===== src/rtl/sc_io_device_if.sv =====
// Board-side and computer-side signal bundle for sc_io_device.
// The slave modport is the device; the master modport is the board/computer driving it.
interface sc_io_device_if;
    logic [9:0]  sw;
    logic [1:0]  key;
    logic [31:0] out_port0;
    logic [31:0] out_port1;
    logic [31:0] out_port2;
    logic [31:0] in_port0;
    logic [31:0] in_port1;
    logic [31:0] in_port2;
    logic [6:0]  hex0;
    logic [6:0]  hex1;
    logic [6:0]  hex2;
    logic [6:0]  hex3;
    logic [6:0]  hex4;
    logic [6:0]  hex5;

    modport master (
        output sw, key, out_port0, out_port1, out_port2,
        input  in_port0, in_port1, in_port2,
        input  hex0, hex1, hex2, hex3, hex4, hex5
    );

    modport slave (
        input  sw, key, out_port0, out_port1, out_port2,
        output in_port0, in_port1, in_port2,
        output hex0, hex1, hex2, hex3, hex4, hex5
    );
endinterface


===== src/rtl/sc_io_device.sv =====
// Board I/O: debounced switches/keys and a key press counter feed the computer's input ports;
// its three output ports are converted to two decimal digits each on the seven-segment displays.
module sc_io_device #(
    parameter int unsigned DB_CYCLES = 500000
) (
    input  logic           clock,
    input  logic           resetn,
    sc_io_device_if.slave  io
);

    localparam int unsigned CntW = (DB_CYCLES > 1) ? $clog2(DB_CYCLES) : 1;
    localparam logic [CntW-1:0] CntMax = CntW'(DB_CYCLES - 1);
    localparam logic [6:0] SegDash = 7'b0111111;
    localparam logic [6:0] SegZero = 7'b1000000;

    // ---------------------------------------------------------------------
    // Synchronizers and debouncers; bits [11:10] are the keys, [9:0] the switches.
    // ---------------------------------------------------------------------
    logic [11:0]           raw;
    logic [11:0]           sync1_q, sync2_q;
    logic [11:0]           stable_q, stable_d;
    logic [11:0][CntW-1:0] db_cnt_q, db_cnt_d;

    assign raw = {io.key, io.sw};

    always_ff @(posedge clock or negedge resetn) begin
        if (!resetn) begin
            sync1_q  <= '0;
            sync2_q  <= '0;
            stable_q <= {2'b11, 10'b0};
            db_cnt_q <= '0;
        end else begin
            sync1_q  <= raw;
            sync2_q  <= sync1_q;
            stable_q <= stable_d;
            db_cnt_q <= db_cnt_d;
        end
    end

    always_comb begin
        stable_d = stable_q;
        db_cnt_d = db_cnt_q;
        for (int i = 0; i < 12; i++) begin
            if (sync2_q[i] == stable_q[i]) begin
                db_cnt_d[i] = '0;
            end else if (db_cnt_q[i] == CntMax) begin
                stable_d[i] = sync2_q[i];
                db_cnt_d[i] = '0;
            end else begin
                db_cnt_d[i] = db_cnt_q[i] + 1'b1;
            end
        end
    end

    logic [9:0] sw_stable;
    logic [1:0] key_stable;
    assign sw_stable  = stable_q[9:0];
    assign key_stable = stable_q[11:10];

    // ---------------------------------------------------------------------
    // Press counter and input ports
    // ---------------------------------------------------------------------
    logic       key0_prev_q;
    logic       key0_fall;
    logic [7:0] press_q, press_d;
    logic [31:0] in0_q, in1_q, in2_q;

    assign key0_fall = key0_prev_q & ~key_stable[0];

    // Clear has priority over a simultaneous press.
    always_comb begin
        press_d = press_q;
        if (!key_stable[1]) begin
            press_d = '0;
        end else if (key0_fall) begin
            press_d = press_q + 8'd1;
        end
    end

    always_ff @(posedge clock or negedge resetn) begin
        if (!resetn) begin
            key0_prev_q <= 1'b1;
            press_q     <= '0;
            in0_q       <= '0;
            in1_q       <= '0;
            in2_q       <= '0;
        end else begin
            key0_prev_q <= key_stable[0];
            press_q     <= press_d;
            in0_q       <= {27'b0, sw_stable[4:0]};
            in1_q       <= {27'b0, sw_stable[9:5]};
            in2_q       <= {24'b0, press_q};
        end
    end

    assign io.in_port0 = in0_q;
    assign io.in_port1 = in1_q;
    assign io.in_port2 = in2_q;

    // ---------------------------------------------------------------------
    // Shared binary-to-BCD converter, round-robin over the three output ports
    // ---------------------------------------------------------------------
    typedef enum logic [1:0] {StIdle, StLoad, StShift, StStore} state_e;

    state_e      state_q, state_d;
    logic        load_en, shift_en, store_en;
    logic [1:0]  idx_q;
    logic [2:0]  bit_cnt_q;
    logic [14:0] shreg_q;
    logic [14:0] shreg_adj;
    logic        over_q;
    logic [31:0] sel;
    logic [2:0][3:0] tens_q, ones_q;
    logic [2:0]      ovf_q;

    always_ff @(posedge clock or negedge resetn) begin
        if (!resetn) begin
            state_q <= StIdle;
        end else begin
            state_q <= state_d;
        end
    end

    always_comb begin
        state_d = state_q;
        unique case (state_q)
            StIdle:  state_d = StLoad;
            StLoad:  state_d = StShift;
            StShift: if (bit_cnt_q == 3'd6) state_d = StStore;
            StStore: state_d = StLoad;
            default: state_d = StIdle;
        endcase
    end

    always_comb begin
        load_en  = 1'b0;
        shift_en = 1'b0;
        store_en = 1'b0;
        unique case (state_q)
            StLoad:  load_en  = 1'b1;
            StShift: shift_en = 1'b1;
            StStore: store_en = 1'b1;
            default: ;
        endcase
    end

    always_comb begin
        unique case (idx_q)
            2'd0:    sel = io.out_port0;
            2'd1:    sel = io.out_port1;
            default: sel = io.out_port2;
        endcase
    end

    // shreg layout: {tens[3:0], ones[3:0], binary[6:0]}
    always_comb begin
        shreg_adj = shreg_q;
        if (shreg_q[10:7] >= 4'd5) shreg_adj[10:7] = shreg_q[10:7] + 4'd3;
        if (shreg_q[14:11] >= 4'd5) shreg_adj[14:11] = shreg_q[14:11] + 4'd3;
    end

    always_ff @(posedge clock or negedge resetn) begin
        if (!resetn) begin
            idx_q     <= '0;
            bit_cnt_q <= '0;
            shreg_q   <= '0;
            over_q    <= 1'b0;
            tens_q    <= '0;
            ones_q    <= '0;
            ovf_q     <= '0;
        end else begin
            if (load_en) begin
                shreg_q   <= {8'b0, sel[6:0]};
                over_q    <= (sel > 32'd99);
                bit_cnt_q <= '0;
            end
            if (shift_en) begin
                shreg_q   <= {shreg_adj[13:0], 1'b0};
                bit_cnt_q <= bit_cnt_q + 3'd1;
            end
            if (store_en) begin
                for (int p = 0; p < 3; p++) begin
                    if (idx_q == 2'(p)) begin
                        tens_q[p] <= shreg_q[14:11];
                        ones_q[p] <= shreg_q[10:7];
                        ovf_q[p]  <= over_q;
                    end
                end
                idx_q <= (idx_q == 2'd2) ? 2'd0 : idx_q + 2'd1;
            end
        end
    end

    // ---------------------------------------------------------------------
    // Seven-segment outputs
    // ---------------------------------------------------------------------
    function automatic logic [6:0] seg7(input logic [3:0] d);
        unique case (d)
            4'd0:    seg7 = 7'b1000000;
            4'd1:    seg7 = 7'b1111001;
            4'd2:    seg7 = 7'b0100100;
            4'd3:    seg7 = 7'b0110000;
            4'd4:    seg7 = 7'b0011001;
            4'd5:    seg7 = 7'b0010010;
            4'd6:    seg7 = 7'b0000010;
            4'd7:    seg7 = 7'b1111000;
            4'd8:    seg7 = 7'b0000000;
            4'd9:    seg7 = 7'b0010000;
            default: seg7 = 7'b1111111;
        endcase
    endfunction

    logic [5:0][6:0] hex_q, hex_d;

    always_comb begin
        hex_d = hex_q;
        for (int p = 0; p < 3; p++) begin
            hex_d[2*p]   = ovf_q[p] ? SegDash : seg7(ones_q[p]);
            hex_d[2*p+1] = ovf_q[p] ? SegDash : seg7(tens_q[p]);
        end
    end

    always_ff @(posedge clock or negedge resetn) begin
        if (!resetn) begin
            hex_q <= {6{SegZero}};
        end else begin
            hex_q <= hex_d;
        end
    end

    assign io.hex0 = hex_q[0];
    assign io.hex1 = hex_q[1];
    assign io.hex2 = hex_q[2];
    assign io.hex3 = hex_q[3];
    assign io.hex4 = hex_q[4];
    assign io.hex5 = hex_q[5];

endmodule


===== src/flat_wrapper.sv =====
// flat-port wrapper written by rule: the top's interface ports become plain ports
module sc_io_device_flat 
#(
    parameter int unsigned DB_CYCLES = 500000
)
  (clock, resetn, io_sw, io_key, io_out_port0, io_out_port1, io_out_port2, io_in_port0, io_in_port1, io_in_port2, io_hex0, io_hex1, io_hex2, io_hex3, io_hex4, io_hex5);
  sc_io_device_if io_i ();
  input  logic clock;
  input  logic resetn;
  input wire logic [$bits(io_i.sw)-1:0] io_sw;
  input wire logic [$bits(io_i.key)-1:0] io_key;
  input wire logic [$bits(io_i.out_port0)-1:0] io_out_port0;
  input wire logic [$bits(io_i.out_port1)-1:0] io_out_port1;
  input wire logic [$bits(io_i.out_port2)-1:0] io_out_port2;
  output wire logic [$bits(io_i.in_port0)-1:0] io_in_port0;
  output wire logic [$bits(io_i.in_port1)-1:0] io_in_port1;
  output wire logic [$bits(io_i.in_port2)-1:0] io_in_port2;
  output wire logic [$bits(io_i.hex0)-1:0] io_hex0;
  output wire logic [$bits(io_i.hex1)-1:0] io_hex1;
  output wire logic [$bits(io_i.hex2)-1:0] io_hex2;
  output wire logic [$bits(io_i.hex3)-1:0] io_hex3;
  output wire logic [$bits(io_i.hex4)-1:0] io_hex4;
  output wire logic [$bits(io_i.hex5)-1:0] io_hex5;
  assign io_i.sw = io_sw;
  assign io_i.key = io_key;
  assign io_i.out_port0 = io_out_port0;
  assign io_i.out_port1 = io_out_port1;
  assign io_i.out_port2 = io_out_port2;
  assign io_in_port0 = io_i.in_port0;
  assign io_in_port1 = io_i.in_port1;
  assign io_in_port2 = io_i.in_port2;
  assign io_hex0 = io_i.hex0;
  assign io_hex1 = io_i.hex1;
  assign io_hex2 = io_i.hex2;
  assign io_hex3 = io_i.hex3;
  assign io_hex4 = io_i.hex4;
  assign io_hex5 = io_i.hex5;
  sc_io_device #(.DB_CYCLES(DB_CYCLES)) u_core (.clock(clock), .resetn(resetn), .io(io_i));
endmodule

===== config.mk =====
export PLATFORM = sky130hd
export DESIGN_NAME = sc_io_device_flat
export DESIGN_NICKNAME = d
export VERILOG_FILES = /design/src/rtl/sc_io_device_if.sv /design/src/rtl/sc_io_device.sv /design/src/flat_wrapper.sv
export SDC_FILE = /design/constraint.sdc
export NUM_CORES = 1
export LEC_CHECK = 0
export ABC_CLOCK_PERIOD_IN_PS = 2000
export CORE_UTILIZATION = 55
export DETAILED_ROUTE_END_ITERATION = 12
export PLACE_DENSITY = 0.8
export SYNTH_ARGS = -nofsm -noshare
export SYNTH_HDL_FRONTEND = slang
export SYNTH_SLANG_ARGS = --single-unit

===== constraint.sdc =====
create_clock -name clock -period 2 [get_ports clock]
set_input_delay 0.3 -clock clock [delete_from_list [all_inputs] [get_ports clock]]
set_output_delay 0.3 -clock clock [all_outputs]
set_load 0.05 [all_outputs]

Word level (Yosys, flattened, before mapping)
Memories as Yosys holds them, arrays and structs flattened.
Index checks and enable logic that the tools add are counted.
Storage, ports and cells
  memories: 6
  word-level logic and storage cells: 187
  output and inout bits: 138
  input port bits: 110
  flip-flop bits (word level): 383
  memory bits (read-only): 672
Operators by class
  reductions and logical operators: 19
  $lt $le $gt $ge: 3
  mux-type cells: 45
  equality and inequality tests: 32
  $add $sub $neg: 17
  bitwise gates (word level): 14
Memory list
  (name not given): words 16, bits a word 7, rd ports 1, clocked after Yosys merged registers in 0, write ports 0, line sc_io_device.sv:198  | unique case (d)
  (name not given): words 16, bits a word 7, rd ports 1, clocked after Yosys merged registers in 0, write ports 0, line sc_io_device.sv:198
  (name not given): words 16, bits a word 7, rd ports 1, clocked after Yosys merged registers in 0, write ports 0, line sc_io_device.sv:198
  (name not given): words 16, bits a word 7, rd ports 1, clocked after Yosys merged registers in 0, write ports 0, line sc_io_device.sv:198
  (name not given): words 16, bits a word 7, rd ports 1, clocked after Yosys merged registers in 0, write ports 0, line sc_io_device.sv:198
  (name not given): words 16, bits a word 7, rd ports 1, clocked after Yosys merged registers in 0, write ports 0, line sc_io_device.sv:198
Operators by type and width (count)
  $mux 19: 24
  $add 19x1->19 const B: 12
  $eq 19x19->1 const B: 12
  $pmux 32 s2: 1
  $mux 7: 6
  $gt 32x7->1 const B: 1
  $mux 15: 2
  $reduce_and 2->1: 15
  $mux 8: 2
  $not 1->1: 13
  $eq 1x1->1: 12
  $mux 3: 3
  $add 8x1->8 const B: 1
  $ge 4x3->1 const B: 2
  $eq 2x2->1 const B: 3
  $pmux 2 s3: 1
  $add 4x2->4 const B: 1
  $eq 2x1->1 const B: 2
  $logic_not 2->1: 2
  $mux 2: 2
  $mux 4: 1
  $add 3x1->3 const B: 1
  $add 3x2->3 const B: 1
  $eq 3x3->1 const B: 1
  other kinds (7): 9

Longest topological paths before layout
Gate-level depths: netlist (run 1).
  word-level depth: 4
  mapped depth: 8

Worst setup path after synthesis (run 1)
OpenSTA, ideal clock, no wires.
  path kind: reg-to-reg
  from: reg u_core.db_cnt_q[28] (netlist bit)
  to: reg u_core.db_cnt_q[35] (netlist bit)
  period minus slack after synthesis: 1.738 ns
  buffers on the path: 2
  slack: 0.262 ns
  setup time: 0.119 ns
  arrival: 1.619 ns
  stages on the path, launching flop included: 7
  path through: dfrtp_1 > or4_1 > nor4_2 > or2_1 > buf_6 > buf_12 > nor2_1
RTL lines
  start, declared: line sc_io_device.sv:22  | logic [11:0][CntW-1:0] db_cnt_q, db_cnt_d;
  start signal, assigned: line sc_io_device.sv:36  | db_cnt_q <= db_cnt_d;

Worst setup path after layout (run 1)
  from: reg u_core.hex_q (netlist bit u_core.io.hex5[2])
  to: out io_hex5[2]
RTL lines
  start, declared: line sc_io_device.sv:213  | logic [5:0][6:0] hex_q, hex_d;
  start signal, assigned: line sc_io_device.sv:225  | hex_q <= {6{SegZero}};
  end, declared: line flat_wrapper.sv:23  | output wire logic [$bits(io_i.hex5)-1:0] io_hex5;
No word-level cell between the ends.

==> results of run 1 <==
-- how the worst max path moves through the flow --
stage	start	endpoint	slack (ns)
floorplan	u_core.db_cnt_q[28]	u_core.db_cnt_q[35]	0.26
global placement	io_out_port0[30]	u_core.over_q	-0.19
detailed placement	io_out_port0[30]	u_core.over_q	-0.19
CTS	u_core.io.hex1[5]	io_hex1[5]	0.0001
global route	u_core.io.in_port0[1]	io_in_port0[1]	0.001
finish	u_core.io.hex5[2]	io_hex5[2]	0.04
-- sequential cells by signal (all words and copies together), names as in the netlist, 7 cells and up --
register,count
u_core.io.hex1,7
u_core.sync2_q,12
u_core.tens_q,12
u_core.io.hex4,7
u_core.io.hex3,7
u_core.io.in_port2,8
u_core.io.hex2,7
u_core.ones_q,12
u_core.db_cnt_q,228
u_core.press_q,8
u_core.io.hex0,7
u_core.shreg_q,15
u_core.sync1_q,12
u_core.io.hex5,7
u_core.stable_q,12
-- routing by layer --
layer,global-route usage,wire [um]
met1,0.262,14900
met2,0.389,18200
met3,0.0379,1510
met4,0.0887,1260
met5,0,0
-- cell usage in the layout, fill, tap and decap left out, types with 7 or more instances in the layout --
| cell type | synthesis | layout |
|---|---|---|
| nand3_1 | 105 | 105 |
| dlygate4sd2_1 | 0 | 15 |
| nor4_1 | 34 | 34 |
| inv_1 | 58 | 58 |
| nor2_1 | 305 | 305 |
| mux2_2 | 25 | 25 |
| nor4b_1 | 7 | 7 |
| buf_4 | 78 | 42 |
| or2_2 | 27 | 27 |
| nor3_1 | 44 | 44 |
| xor2_1 | 125 | 125 |
| bufinv_16 | 0 | 14 |
| nor2b_1 | 12 | 12 |
| nand4_1 | 44 | 44 |
| dfrtp_1 | 374 | 374 |
| dfstp_2 | 9 | 9 |
| clkbuf_16 | 0 | 43 |
| and3_1 | 36 | 36 |
| nand2_1 | 127 | 127 |
| a21oi_1 | 46 | 46 |
| mux2i_1 | 17 | 17 |
| nand2b_1 | 24 | 24 |
| o21bai_1 | 20 | 20 |
| clkdlybuf4s50_1 | 0 | 132 |
| clkbuf_8 | 0 | 9 |
| o21ai_0 | 46 | 46 |
| dlymetal6s2s_1 | 0 | 15 |
| ha_1 | 52 | 52 |
| and2_1 | 10 | 10 |
| conb_1 | 1 | 78 |
| xnor2_1 | 99 | 99 |
-- final cells by class --
class | instances | area [sq um] | share of cell area
sequential | 383 | 9600 | 0.435
multi-input combinational | 1326 | 7910 | 0.359
clock inverter | 20 | 454 | 0.0206
timing repair buffer | 212 | 2100 | 0.0953
tap | 442 | 553 | 0.0251
clock buffer | 56 | 1210 | 0.0551
inverter | 58 | 218 | 0.00988
-- where the power goes --
group / internal (W) / total [W] / switching [W]
registers: 0.00799 / 0.00836 / 0.000373
logic: 0.000784 / 0.00204 / 0.00126
clock network: 0.00606 / 0.00910 / 0.00304
total: 0.0148 / 0.0195 / 0.00467
-- through the flow --
step	total power, W	instance area [sq um]	setup slack, ns
detailed placement	0.0105	20300	-0.193
global route	0.0204	22000	0.00108
CTS	0.0197	22000	0.000128
global placement	0.0104	20300	-0.195
finish	0.0195	22000	0.0375
floorplan	0.00995	18500	0.262
-- cells by family after synthesis --
| family | after synthesis | synth area share |
|---|---|---|
| other | 1 | 0.000205 |
| multiplexers | 42 | 0.0247 |
| flip-flops | 383 | 0.526 |
| adder cells (fa/ha/maj) | 52 | 0.0356 |
| buffers and inverters | 185 | 0.0570 |
| AO/OA/AOI/OAI | 126 | 0.0392 |
| AND/OR/NAND/NOR | 804 | 0.210 |
| XOR/XNOR | 224 | 0.107 |
-- what timing repair did --
item / 4_1_cts / 5_1_grt
hold buffers: 1 / 0
hold endpoints to repair: 40 / 0
endpoints found under the setup margin: 15 / 15
resized for setup: 15 / 15
pin swaps: 0 / 0
==> run summary, run 1 <==
Hold Path Class -> in2reg
Post-Place Cells -> 2,420
Worst Skew -> 0.0102 ns
Peak VDD IR -> 0.000615 V
crit-path cells -> clkdlybuf4s50_1
hold_sp -> io_sw[4]
I/O pin cnt -> 248
synth cell count leaders -> 374 x dfrtp_1, 305 x nor2_1, 127 x nand2_1, 125 x xor2_1, 105 x nand3_1
Syn Inst Count -> 1,817
GPL Wtd Cong -> 0.840
gr ovfl total -> 0
worst path arrival time -> 1.66 ns
Synth area leader -> dfrtp_1
Die X -> 184 um
Worst-path clk slew -> 0.06 ns
CTS tree -> done
Post-synth ARST share -> 1.00
Max Root-Sink Buffers -> 3
FF-to-FF End -> u_core.db_cnt_q[125]
critical path depth -> 1
count leader, synth -> dfrtp_1
DRT Wirelength -> 35,800 um
DR vias/cell -> 5.19
crit share post-route -> 0.981
fmax -> 510 MHz
fraction of layout instances using a drive strength above 1 -> 0.0900
Synth top area share -> 0.513
Area Growth Syn to Fin -> 20.8%
Pwr Density -> 885 mW/mm^2
# fillers -> 2,523
DPL Wire Length -> 25,000 um
main area contributors after synthesis -> dfrtp_1 51%, nor2_1 6.3%, xor2_1 6.0%, xnor2_1 4.7%, ha_1 3.6%
setup bufs post-CTS -> 0
worst-path maximum fanout -> 1
Tmin final -> 1.96 ns
Fin. Hold Viols -> 0
first-pass GRT wire length -> 61,200 um
Reg2Reg Setup Slack -> 0.15 ns
Synth Cell Area -> 0.0183 sq mm
Die Ht -> 184 um
CP max stage cell -> clkdlybuf4s50_1
worst path bufs/invs -> 1
wire length per cell -> 14.3 um
Max Slew Vio Count -> 0
Die ar. -> 0.0339 sq mm
critical path class -> reg2out
Vias -> 12,900
CP Capture Type -> output port
status -> completed
Starting Density -> 0.560
final setup fails -> 0
Layout Cells excl Fill -> 2,497
Hold WS -> 0.219 ns
final net count -> 2,184
Core Rows -> 66
number of global-route vias before repair -> 13,300
unrepaired setup endpoints after global routing -> false
CTS buffer count -> 41
P_leak -> 9.80 nW
Port Buffers -> 169
MaxCap Viol Count -> 0
Reg2Reg Launch Point -> u_core.db_cnt_q[114]
DRC viols -> 0
Inserted Diodes -> 0
nature of the critical path startpoint -> flop
sequential share of the synthesized area -> 0.526
setup TNS -> 0 ns
core area -> 0.0326 sq mm
Post-synth EDFFs -> 0
# clock sinks -> 383
GRT Overall Usage -> 0.219
Seq cells post-synth -> 383
CP peak stage delay -> 0.81 ns
largest net degree at the start of global routing -> 64
Root Buffer -> clkbuf_16
Worst path top cell family by delay -> buffers and inverters
Most used DFF post-synth -> dfrtp_1
worst rel slew slack -> 0.634
R2R cell count -> 5
Min-Delay Path Depth -> 1
Layout Utilization -> 0.676
first-pass detailed-route iteration total -> 5
post-route ant nets -> 0
clk_lat worst skew -> 0.52 ns
Data required, critical path -> 1.70 ns
H-tree levels -> 2
Mapped Avg Cell Area -> 10.0 sq um
synth unique cells -> 47
YS warnings -> 0
drt initial violations -> 548
Slew @ Worst Pin -> 0.551 ns
initial antenna violation count -> 0
hold path endpoint -> u_core.sync1_q[4]
No activity file was read; power rests on OpenSTA's default activity.
==> run 2: changes to the inputs <==
--- a/config.mk
+++ b/config.mk
@@ -6,9 +6,9 @@
 export NUM_CORES = 1
 export LEC_CHECK = 0
 export ABC_CLOCK_PERIOD_IN_PS = 2000
-export CORE_UTILIZATION = 55
+export CORE_UTILIZATION = 44
 export DETAILED_ROUTE_END_ITERATION = 12
-export PLACE_DENSITY = 0.8
+export PLACE_DENSITY = 0.66
 export SYNTH_ARGS = -nofsm -noshare
 export SYNTH_HDL_FRONTEND = slang
 export SYNTH_SLANG_ARGS = --single-unit
==> run summary, run 2 (same netlist as run 1, synthesis figures left out) <==
initial antenna violation count -> 1
MaxCap Viol Count -> 0
GPL Wtd Cong -> 0.825
drt initial violations -> 645
crit share post-route -> 0.977
final setup fails -> 0
Starting Density -> 0.447
Port Buffers -> 169
Post-Place Setup Slack -> -0.305 ns
gr ovfl total -> 0
wire length per cell -> 13.6 um
Vias -> 12,700
Worst-path clk slew -> 0.06 ns
DR vias/cell -> 4.91
Peak VDD IR -> 0.000535 V
crit-path cells -> clkdlybuf4s50_1
CTS buffer count -> 44
Hold Path Class -> in2reg
core area -> 0.0408 sq mm
setup ws final -> 0.0468 ns
setup bufs post-CTS -> 0
clk_lat worst skew -> 0.56 ns
DRC viols -> 0
Placed Area -> 0.0204 sq mm
DRT Wirelength -> 35,200 um
worst rel slew slack -> 0.648
Max Root-Sink Buffers -> 3
Inserted Diodes -> 0
Die ar. -> 0.0423 sq mm
# clock sinks -> 383
max reg flops -> 228
Reg2Reg Launch Point -> u_core.db_cnt_q[34]
CP Capture Type -> output port
I/O pin cnt -> 248
Tmin final -> 1.95 ns
P_leak -> 9.72 nW
post-route ant nets -> 0
CP max stage cell -> clkdlybuf4s50_1
largest net degree at the start of global routing -> 63
critical path class -> reg2out
Design Area, Final -> 0.0220 sq mm
GRT Overall Usage -> 0.172
Pwr Density -> 866 mW/mm^2
# fillers -> 3,636
hold_sp -> io_sw[0]
worst path bufs/invs -> 1
Core Rows -> 74
Fin. Hold Viols -> 0
FF-to-FF End -> u_core.db_cnt_q[34]
H-tree levels -> 2
R2R cell count -> 6
top flop regs -> u_core.db_cnt_q: 228 flops, u_core.shreg_q: 15 flops
worst path arrival time -> 1.65 ns
first-pass GRT wire length -> 59,700 um
Die X -> 206 um
CTS tree -> done
Data required, critical path -> 1.70 ns
DPL Wire Length -> 24,900 um
Layout Utilization -> 0.539
commonest non-fill, non-tap cell in the layout -> dfrtp_1
Slew @ Worst Pin -> 0.530 ns
unrepaired setup endpoints after global routing -> false
Die Ht -> 206 um
Reg2Reg Setup Slack -> 0.17 ns
final net count -> 2,187
first-pass detailed-route iteration total -> 5
largest reg by FF count -> u_core.db_cnt_q
number of global-route vias before repair -> 12,600
hold path endpoint -> u_core.sync1_q[0]
Area Growth Syn to Fin -> 20.5%
commonest cells after routing, fill and taps aside -> 374 x dfrtp_1, 305 x nor2_1, 127 x nand2_1
Worst path top cell family by delay -> buffers and inverters
Worst Skew -> 0.0161 ns
Root Buffer -> clkbuf_16
fraction of layout instances using a drive strength above 1 -> 0.0917
status -> completed
worst-path maximum fanout -> 1
CP peak stage delay -> 0.79 ns
Min-Delay Path Depth -> 1
Max Slew Vio Count -> 0
fmax -> 512 MHz
nature of the critical path startpoint -> flop
run 2: cell types whose count changed in the layout (fill, tap and decap cells not counted), moves of 4 or more:
cell and change:
bufinv_16 -6, dlymetal6s2s_1 -13, clkinv_2 +6, clkdlybuf4s50_1 -23, clkbuf_8 -4, dlygate4sd2_1 +36
run 2: final cells by class:
| class | instances | area, sq um | area share |
|---|---|---|---|
| sequential | 383 | 9600 | 0.436 |
| multi-input combinational | 1326 | 7910 | 0.360 |
| timing repair buffer | 212 | 2010 | 0.0914 |
| clock buffer | 57 | 1240 | 0.0565 |
| tap | 532 | 666 | 0.0303 |
| clock inverter | 25 | 352 | 0.0160 |
| inverter | 58 | 218 | 0.00990 |
run 2: power breakdown:
part           total (W)  internal (W)  switching (W)
Sequential       0.00835       0.00799       0.000365
Clock            0.00863       0.00544        0.00320
Combinational    0.00205      0.000790        0.00126
run 2: worst max-delay path by stage:
stage / slack, ns / depth (start not counted) / endpoint / startpoint
floorplan: 0.26 / 6 / u_core.db_cnt_q[35] / u_core.db_cnt_q[28]
global placement: -0.24 / 5 / u_core.over_q / io_out_port0[29]
detailed placement: -0.31 / 6 / u_core.over_q / io_out_port1[30]
CTS: 0.002 / 1 / io_in_port1[0] / u_core.io.in_port1[0]
global route: 0.005 / 1 / io_in_port1[4] / u_core.io.in_port1[4]
finish: 0.05 / 1 / io_in_port1[4] / u_core.io.in_port1[4]
run 2: what timing repair did:
action | in CTS | in global routing
gates resized for setup | 51 | 2
endpoints found under the setup margin | 51 | 2
hold endpoints to repair | 40 | 0
hold buffers | 1 | 0
run 2: per-layer routing:
metal,track usage,wire (um)
met5,0,11
met3,0.0337,1620
met4,0.0706,1150
met1,0.209,15200
met2,0.297,17200
run 2: stage by stage:
stage	hold WS, ns	total power, W	TNS, ns	cells
CTS	0.134	0.0193	0	2593
finish	0.174	0.0190	0	2593
global placement	0.269	0.0105	-0.243	2510
floorplan	0.00441	0.00995	0	1894
global route	0.149	0.0199	0	2593
detailed placement	0.273	0.0105	-0.305	2510
==> run 3: changes to the inputs <==
--- a/config.mk
+++ b/config.mk
@@ -8,6 +8,7 @@
 export ABC_CLOCK_PERIOD_IN_PS = 2000
 export CORE_UTILIZATION = 44
 export DETAILED_ROUTE_END_ITERATION = 12
+export HOLD_SLACK_MARGIN = 0.03
 export PLACE_DENSITY = 0.66
 export SYNTH_ARGS = -nofsm -noshare
 export SYNTH_HDL_FRONTEND = slang
==> results of run 3 <==
Same layout as run 2: the final DEF is identical, and so are final timing and power.
